File: config.mk
export PLATFORM = sky130hd
export DESIGN_NAME = led_ws2812_tx
export DESIGN_NICKNAME = d
export VERILOG_FILES = /design/src/rtl/led_ws2812_tx.sv
export SDC_FILE = /design/constraint.sdc
export NUM_CORES = 1
export LEC_CHECK = 0
export ABC_CLOCK_PERIOD_IN_PS = 3400
export CORE_AREA = 2 2 67 132
export DETAILED_ROUTE_END_ITERATION = 16
export DIE_AREA = 0 0 69 134
export GPL_TIMING_DRIVEN = 0
export PLACE_DENSITY = 0.71
export SLEW_MARGIN = 20
export SYNTH_ARGS = -nofsm -noshare
export SYNTH_HDL_FRONTEND = slang
export SYNTH_SLANG_ARGS = --single-unit
File: constraint.sdc
create_clock -name clock -period 3.4 [get_ports clock]
set_clock_uncertainty 0.2 [all_clocks]
set_input_delay 0.85 -clock clock [delete_from_list [all_inputs] [get_ports clock]]
set_output_delay 0.85 -clock clock [all_outputs]
set_load 0.01 [all_outputs]
File: src/rtl/led_ws2812_tx.sv
// Purpose: WS2812 single-wire transmitter; sends NUM_LEDS GRB-ordered colours, then a latch low period.
// Latency: data_out/busy rise one cycle after enviar is sampled in IDLE; all outputs registered.
// Backpressure: none; enviar is ignored while busy, cor_led must be valid whenever a sample can occur.
//
// Ports:
//   clock, reset_n   : rising-edge clock, synchronous active-low reset
//   enviar           : frame start request, level-sampled in IDLE only
//   cor_led[23:0]    : RGB colour (R[23:16] G[15:8] B[7:0]) for LED led_idx
//   led_idx          : index of the LED whose colour is sampled next
//   data_out         : registered LED data line
//   busy             : high for the whole frame (bits + latch)
//   done             : one-cycle pulse in the first IDLE cycle after the latch
module led_ws2812_tx #(
    parameter int NUM_LEDS  = 8,
    parameter int IDX_W     = 8,
    parameter int T0H_CYC   = 20,
    parameter int T1H_CYC   = 40,
    parameter int BIT_CYC   = 63,
    parameter int RESET_CYC = 15000
) (
    input  logic             clock,
    input  logic             reset_n,
    input  logic             enviar,
    input  logic [23:0]      cor_led,
    output logic [IDX_W-1:0] led_idx,
    output logic             data_out,
    output logic             busy,
    output logic             done
);

    localparam int T_W = $clog2(BIT_CYC);
    localparam int L_W = $clog2(RESET_CYC + 1);

    localparam logic [T_W-1:0]   BIT_LAST = T_W'(BIT_CYC - 1);
    localparam logic [T_W-1:0]   T0H_T    = T_W'(T0H_CYC);
    localparam logic [T_W-1:0]   T1H_T    = T_W'(T1H_CYC);
    localparam logic [L_W-1:0]   LAT_LAST = L_W'(RESET_CYC - 1);
    localparam logic [IDX_W-1:0] LAST_LED = IDX_W'(NUM_LEDS - 1);

    typedef enum logic [1:0] {
        S_IDLE  = 2'd0,
        S_SEND  = 2'd1,
        S_LATCH = 2'd2
    } state_t;

    state_t           state_q, state_d;
    logic [T_W-1:0]   t_q, t_d;          // cycle within the current bit
    logic [4:0]       bit_q, bit_d;      // bits already finished in the current LED
    logic [IDX_W-1:0] led_q, led_d;      // LED currently being sent
    logic [IDX_W-1:0] idx_q, idx_d;      // next LED to sample (wraps after last)
    logic [23:0]      sr_q, sr_d;        // GRB shift register, MSB on the wire
    logic [L_W-1:0]   lat_q, lat_d;      // latch period counter
    logic             data_q, data_d;
    logic             busy_q, busy_d;
    logic             done_q, done_d;
    logic [T_W-1:0]   thr_d;

    // WS2812 expects green first, then red, then blue.
    function automatic logic [23:0] to_grb(input logic [23:0] c);
        return {c[15:8], c[23:16], c[7:0]};
    endfunction

    function automatic logic [IDX_W-1:0] idx_next(input logic [IDX_W-1:0] i);
        return (i == LAST_LED) ? '0 : i + IDX_W'(1);
    endfunction

    // State and datapath registers
    always_ff @(posedge clock) begin
        if (!reset_n) begin
            state_q <= S_IDLE;
            t_q     <= '0;
            bit_q   <= '0;
            led_q   <= '0;
            idx_q   <= '0;
            sr_q    <= '0;
            lat_q   <= '0;
            data_q  <= 1'b0;
            busy_q  <= 1'b0;
            done_q  <= 1'b0;
        end else begin
            state_q <= state_d;
            t_q     <= t_d;
            bit_q   <= bit_d;
            led_q   <= led_d;
            idx_q   <= idx_d;
            sr_q    <= sr_d;
            lat_q   <= lat_d;
            data_q  <= data_d;
            busy_q  <= busy_d;
            done_q  <= done_d;
        end
    end

    // Next-state and datapath update
    always_comb begin
        state_d = state_q;
        t_d     = t_q;
        bit_d   = bit_q;
        led_d   = led_q;
        idx_d   = idx_q;
        sr_d    = sr_q;
        lat_d   = lat_q;
        unique case (state_q)
            S_IDLE: begin
                if (enviar) begin
                    state_d = S_SEND;
                    sr_d    = to_grb(cor_led);
                    idx_d   = idx_next('0);
                    t_d     = '0;
                    bit_d   = '0;
                    led_d   = '0;
                    lat_d   = '0;
                end
            end
            S_SEND: begin
                if (t_q == BIT_LAST) begin
                    t_d = '0;
                    if (bit_q != 5'd23) begin
                        sr_d  = {sr_q[22:0], 1'b0};
                        bit_d = bit_q + 5'd1;
                    end else if (led_q != LAST_LED) begin
                        // Back-to-back reload: next LED's first bit starts on the following cycle.
                        sr_d  = to_grb(cor_led);
                        bit_d = '0;
                        led_d = led_q + IDX_W'(1);
                        idx_d = idx_next(idx_q);
                    end else begin
                        state_d = S_LATCH;
                        lat_d   = '0;
                    end
                end else begin
                    t_d = t_q + T_W'(1);
                end
            end
            S_LATCH: begin
                if (lat_q == LAT_LAST) begin
                    state_d = S_IDLE;
                    lat_d   = '0;
                end else begin
                    lat_d = lat_q + L_W'(1);
                end
            end
            default: state_d = S_IDLE;
        endcase
    end

    // Outputs are computed from next-state values so the registered line
    // lines up exactly with the bit timer.
    always_comb begin
        thr_d  = sr_d[23] ? T1H_T : T0H_T;
        data_d = (state_d == S_SEND) && (t_d < thr_d);
        busy_d = (state_d != S_IDLE);
        done_d = (state_q == S_LATCH) && (state_d == S_IDLE);
    end

    assign led_idx  = idx_q;
    assign data_out = data_q;
    assign busy     = busy_q;
    assign done     = done_q;

endmodule
Yosys cells after proc, flatten, opt, wreduce, memory -nomap -nowiden
Cells that the tools add are included.
- register bits: 70
- bits in read-only memories: 0
- bits in latches: 0
- bits in writable memories: 0
- memories: 0
- input port bits: 27
- multiplexer cells: 37
- reduce and logical (&&, ||, !) cells: 10
- shifts and indexed selects: 0
- equal/unequal tests: 14
- bitwise operators: 0
- multipliers: 0
- divide/modulo/power cells: 0
- $lt $le $gt $ge: 1
- $add $sub $neg: 5
- operators with widths (operator ; number):
    2-to-1 mux 24 bit ; 4
    2-to-1 mux 8 bit ; 9
    2-to-1 mux 14 bit ; 5
    one-hot mux 24 bit (2 select lines) ; 1
    one-hot mux 14 bit (3 select lines) ; 1
    one-hot mux 8 bit (2 select lines) ; 2
    2-to-1 mux 5 bit ; 4
    2-to-1 mux 6 bit ; 3
    adder 8 x 1 -> 8 bit (second input constant) ; 2
    adder 14 x 1 -> 14 bit (second input constant) ; 1
    == test 14 bit (second input constant) ; 1
    one-hot mux 6 bit (2 select lines) ; 1
    2-to-1 mux 2 bit ; 5
    inequality test 2 bit (second input constant) ; 5
    one-hot mux 5 bit (2 select lines) ; 1
    AND reduction 5 bit ; 2
    == test 8 x 3 -> 1 bit (second input constant) ; 1
    inequality test 8 x 3 -> 1 bit (second input constant) ; 1
    adder 6 x 1 -> 6 bit (second input constant) ; 1
    == test 6 bit (second input constant) ; 1
    less-than comparator 6 bit ; 1
    one-hot mux 2 bit (3 select lines) ; 1
    adder 5 x 1 -> 5 bit (second input constant) ; 1
    inequality test 5 bit (second input constant) ; 1
    8 further kinds ; 12

Longest topological paths before layout
- depth in word-level cells: 8
- gate-level depth with buffers: 13

Worst setup path after synthesis
Ideal clock, no wire load.
- path type: in2reg
- from: in enviar
- to: reg data_q (netlist: data_out)
- path buffers: 0
- stages on the path: 10
- data arrival time: 2320 ps
- required time: 3097 ps
- slack: 777 ps
- cell sequence: mux2i_1 -> o21ai_0 -> a2111oi_4 -> nor2_1 -> inv_1 -> ha_1 -> inv_1 -> o2111ai_1 -> o21bai_1 -> a2111oi_2
- cells in the longest elaborated chain, start to end: 5
- elaborated cells between the ends (all ways): 10
- ends and longest elaborated chain (what ; line ; text):
    start, declared ; 23 ; input logic enviar,
    2-to-1 mux 24 bit ; 105 ; if (enviar) begin
    one-hot mux 24 bit (2 select lines) ; 103 ; unique case (state_q)
    named net sr_d[23] ; 51 ; logic [23:0] sr_q, sr_d;
    2-to-1 mux 6 bit ; 150 ; thr_d = sr_d[23] ? T1H_T : T0H_T;
    less-than comparator 6 bit ; 151 ; data_d = (state_d == S_SEND) && (t_d < thr_d);
    logical AND 1 bit ; 151 ;
    end signal, assigned ; 88 ; data_q <= data_d;
    end, declared ; 53 ; logic data_q, data_d;
The timed path passes the listed nets, and every way through them passes these cells. The select of a mux whose other input is x is not followed.
A chain may end at the register's enable or synchronous reset.

Worst setup path in the final report
Ends and elaborated chain as after synthesis.

==> impl_metrics.env <==
export IMPL_outcome="finished, final reports clean"
export IMPL_port_buffers=37
export IMPL_finalSetupTns_ns=0
export IMPL_clk_pin_slew_ns=0.06
export IMPL_reg2reg_slack_ns=0.57
export IMPL_grt_pass1_wl_mm=15.21
export IMPL_synth_edf_count=0
export IMPL_regArea_um2=1401
export IMPL_max_cap_violations=0
export IMPL_synth_area_leaders="dfxtp_1 39%, a221o_1 6.2%, and2_1 4.7%"
export IMPL_vias_per_cell=5.944
export IMPL_die_x_um=69
export IMPL_fmax_ghz=0.3167
export IMPL_r2r_cells=9
export IMPL_p_leak_nw=1.615
export IMPL_wirelength_mm=9.108
export IMPL_post_drt_wl_per_cell_um=16.32
export IMPL_ys_types=63
export IMPL_critPathArrivalTime_ns=3.19
export IMPL_ir_drop_mv=0.2745
export IMPL_synthCells=408
export IMPL_worstHoldStart="lat_q[12]"
export IMPL_die_h_um=134
export IMPL_htree_levels=3
export IMPL_clk_insertion_delay_late_ns=0.34
export IMPL_hpwlAfterDp_mm=6.751
export IMPL_worst_pin_slew_ns=0.6565
export IMPL_finalHoldViolCount=0
export IMPL_timing_final_crit_period_ns=3.158
export IMPL_syn_nets=444
export IMPL_core_region_area_um2=8233
export IMPL_synth_area_um2=3576
export IMPL_rsz0062_at_grt="no"
export IMPL_worstHoldEndpoint="lat_q[12]"
export IMPL_n_antenna_cell=0
export IMPL_die_area_um2=9246
export IMPL_fill_cells=767
export IMPL_min_path_type="register to register"
export IMPL_io_pins=38
export IMPL_syn_area_per_cell_um2=8.765
export IMPL_r2r_start="bit_q[0]"
export IMPL_fin_cells=558
export IMPL_design_final_nets=492
export IMPL_first_global_vias=3291
export IMPL_cts_sinks=70
export IMPL_cellPowerDensity_nw_per_um2=463.0
export IMPL_whs_ns=0.2555
export IMPL_path_class="input port to register"
export IMPL_post_cts_resized=0
export IMPL_multi_input_area_um2=2033
export IMPL_synth_top_area_cell="dfxtp_1"
export IMPL_cts_buffer_depth=2
export IMPL_vias=3317
export IMPL_first_pass_iters=5
export IMPL_cts_tree="yes"
export IMPL_clockRootBuffer="clkbuf_16"
export IMPL_ys_warn_count=0
export IMPL_relSlewSlack=0.5583
export IMPL_synth_seq_cells=70
export IMPL_post_cts_buffers=0
export IMPL_drt_iter0_markers=217
export IMPL_grt_max_degree=12
export IMPL_min_path_cells=1
export IMPL_synth_seq_area_share=0.3919
export IMPL_initial_core_util=0.4343
export IMPL_fin_crit_sh=0.9287
export IMPL_ys_flop_type="dfxtp_1"
export IMPL_worstPathMaxFanout=7
export IMPL_grt_ovfl_total=0
export IMPL_setup_viol=0
export IMPL_cp_end_kind="register"
export IMPL_cts_buffers=9
export IMPL_grtUsageTotal=0.2028
export IMPL_critPathRequiredTime_ns=3.43
export IMPL_drv_slew=0
export IMPL_dp_cells=543
export IMPL_antenna_found_initial=0
export IMPL_layout_drive_gt1_share=0.07391
export IMPL_rr_endpoint="data_out"
export IMPL_gp_congestion=0.8530
export IMPL_hold_buffers=0
export IMPL_drc=0
export IMPL_area_growth_pct=22.32
export IMPL_synthDominantCellAreaShare=0.3919
export IMPL_p_total_w=0.002025
export IMPL_std_cell_rows=47
export IMPL_ant_nets=0
export IMPL_fin_util=0.5313
export IMPL_critPathLaunchType="input port"
export IMPL_postSynth_asyncResetShare=0
[area by class of cell]
type / instances / share of cell area
multi-input combinational: 311 / 0.4648
sequential: 70 / 0.3204
timing repair buffer: 37 / 0.08467
clock buffer: 11 / 0.05320
tap: 98 / 0.02803
buffer: 19 / 0.02546
clock inverter: 4 / 0.01659
inverter: 8 / 0.006865
[per-stage QoR]
stage                     cell area (um^2)  worst slack, ns
after floorplan                       3576           0.7767
after global routing                  4374          0.02659
after global placement                4069         -0.09906
final                                 4374           0.2423
after CTS                             4374           0.2403
after detailed placement              4069         -0.08589
[critical path: stages]
cell and delay, ns:
clkdlybuf4s50_1 0.63, mux2i_1 0.11, o21ai_0 0.29, a2111oi_4 0.07
nor2_1 0.17, inv_1 0.08, ha_1 0.22, inv_1 0.07
o2111ai_1 0.12, o21bai_1 0.20, a2111oi_2 0.36
[sequential cells by signal, summed over array words and instances (netlist names)]
name      count
done          1
state_q       2
data_out      1
t_q           6
busy          1
lat_q        14
sr_q         24
bit_q         5
led_idx       8
led_q         8
[cell usage after synthesis, types with 2 or more instances]
cell type  number
dfxtp_1        70
nand2_1        32
nor2_1         28
and2_1         27
a21oi_1        26
a221o_1        22
o21ai_0        20
nand3_1        19
a31oi_1        16
nor3_1         16
and3_1         13
ha_1            9
buf_2           8
clkbuf_1        7
inv_1           7
nand4_1         7
o21ai_1         7
nand2b_1        5
or3_1           5
buf_6           4
nor4_1          4
o31ai_1         4
or4_1           3
a311oi_1        2
a41oi_1         2
and2b_1         2
mux2i_1         2
nand4b_1        2
nor3b_1         2
o21bai_1        2
o311ai_0        2
xor2_1          2
[power breakdown]
group          switching (W)  internal (W)  total, W  leakage [nW]
Clock               0.000343      0.000637  0.000980         0.146
Sequential         0.0000187      0.000851  0.000870         0.570
Combinational      0.0000930     0.0000827  0.000176         0.900
Total               0.000454       0.00157   0.00203          1.62
[per-layer routing]
layer | part of all wire | track usage
met1 | 0.39 | 0.2062
met2 | 0.54 | 0.3771
met5 | 0 | 0
met3 | 0.038 | 0.03757
met4 | 0.033 | 0.1187
[logic make-up after synthesis]
| logic type | synth area share |
|---|---|
| simple gates | 0.2708 |
| compound gates | 0.2533 |
| flops | 0.3919 |
| buf+inv | 0.03954 |
| fa+ha+maj | 0.03149 |
| xor+xnor | 0.007349 |
| mux | 0.005599 |
[how the worst max path moves through the flow]
stage | cells past startpoint | start | endpoint | slack [ns]
6_report | 11 | enviar | data_out | 0.24
5_1_grt | 11 | enviar | data_out | 0.03
4_1_cts | 11 | enviar | data_out | 0.24
3_5_place_dp | 11 | enviar | data_out | -0.09
3_3_place_gp | 11 | enviar | data_out | -0.1
2_1_floorplan | 10 | enviar | data_out | 0.78
[cells in the final DEF, fill, tap and decap left out, types with 19 or more instances in the layout]
cell | netlist | final
dfxtp_1 | 70 | 70
clkdlybuf4s50_1 | 0 | 37
nand2_1 | 32 | 32
nor2_1 | 28 | 28
and2_1 | 27 | 27
a21oi_1 | 26 | 26
a221o_1 | 22 | 22
o21ai_0 | 20 | 20
nand3_1 | 19 | 19
Note: power is estimated with default switching activity, not from simulation.
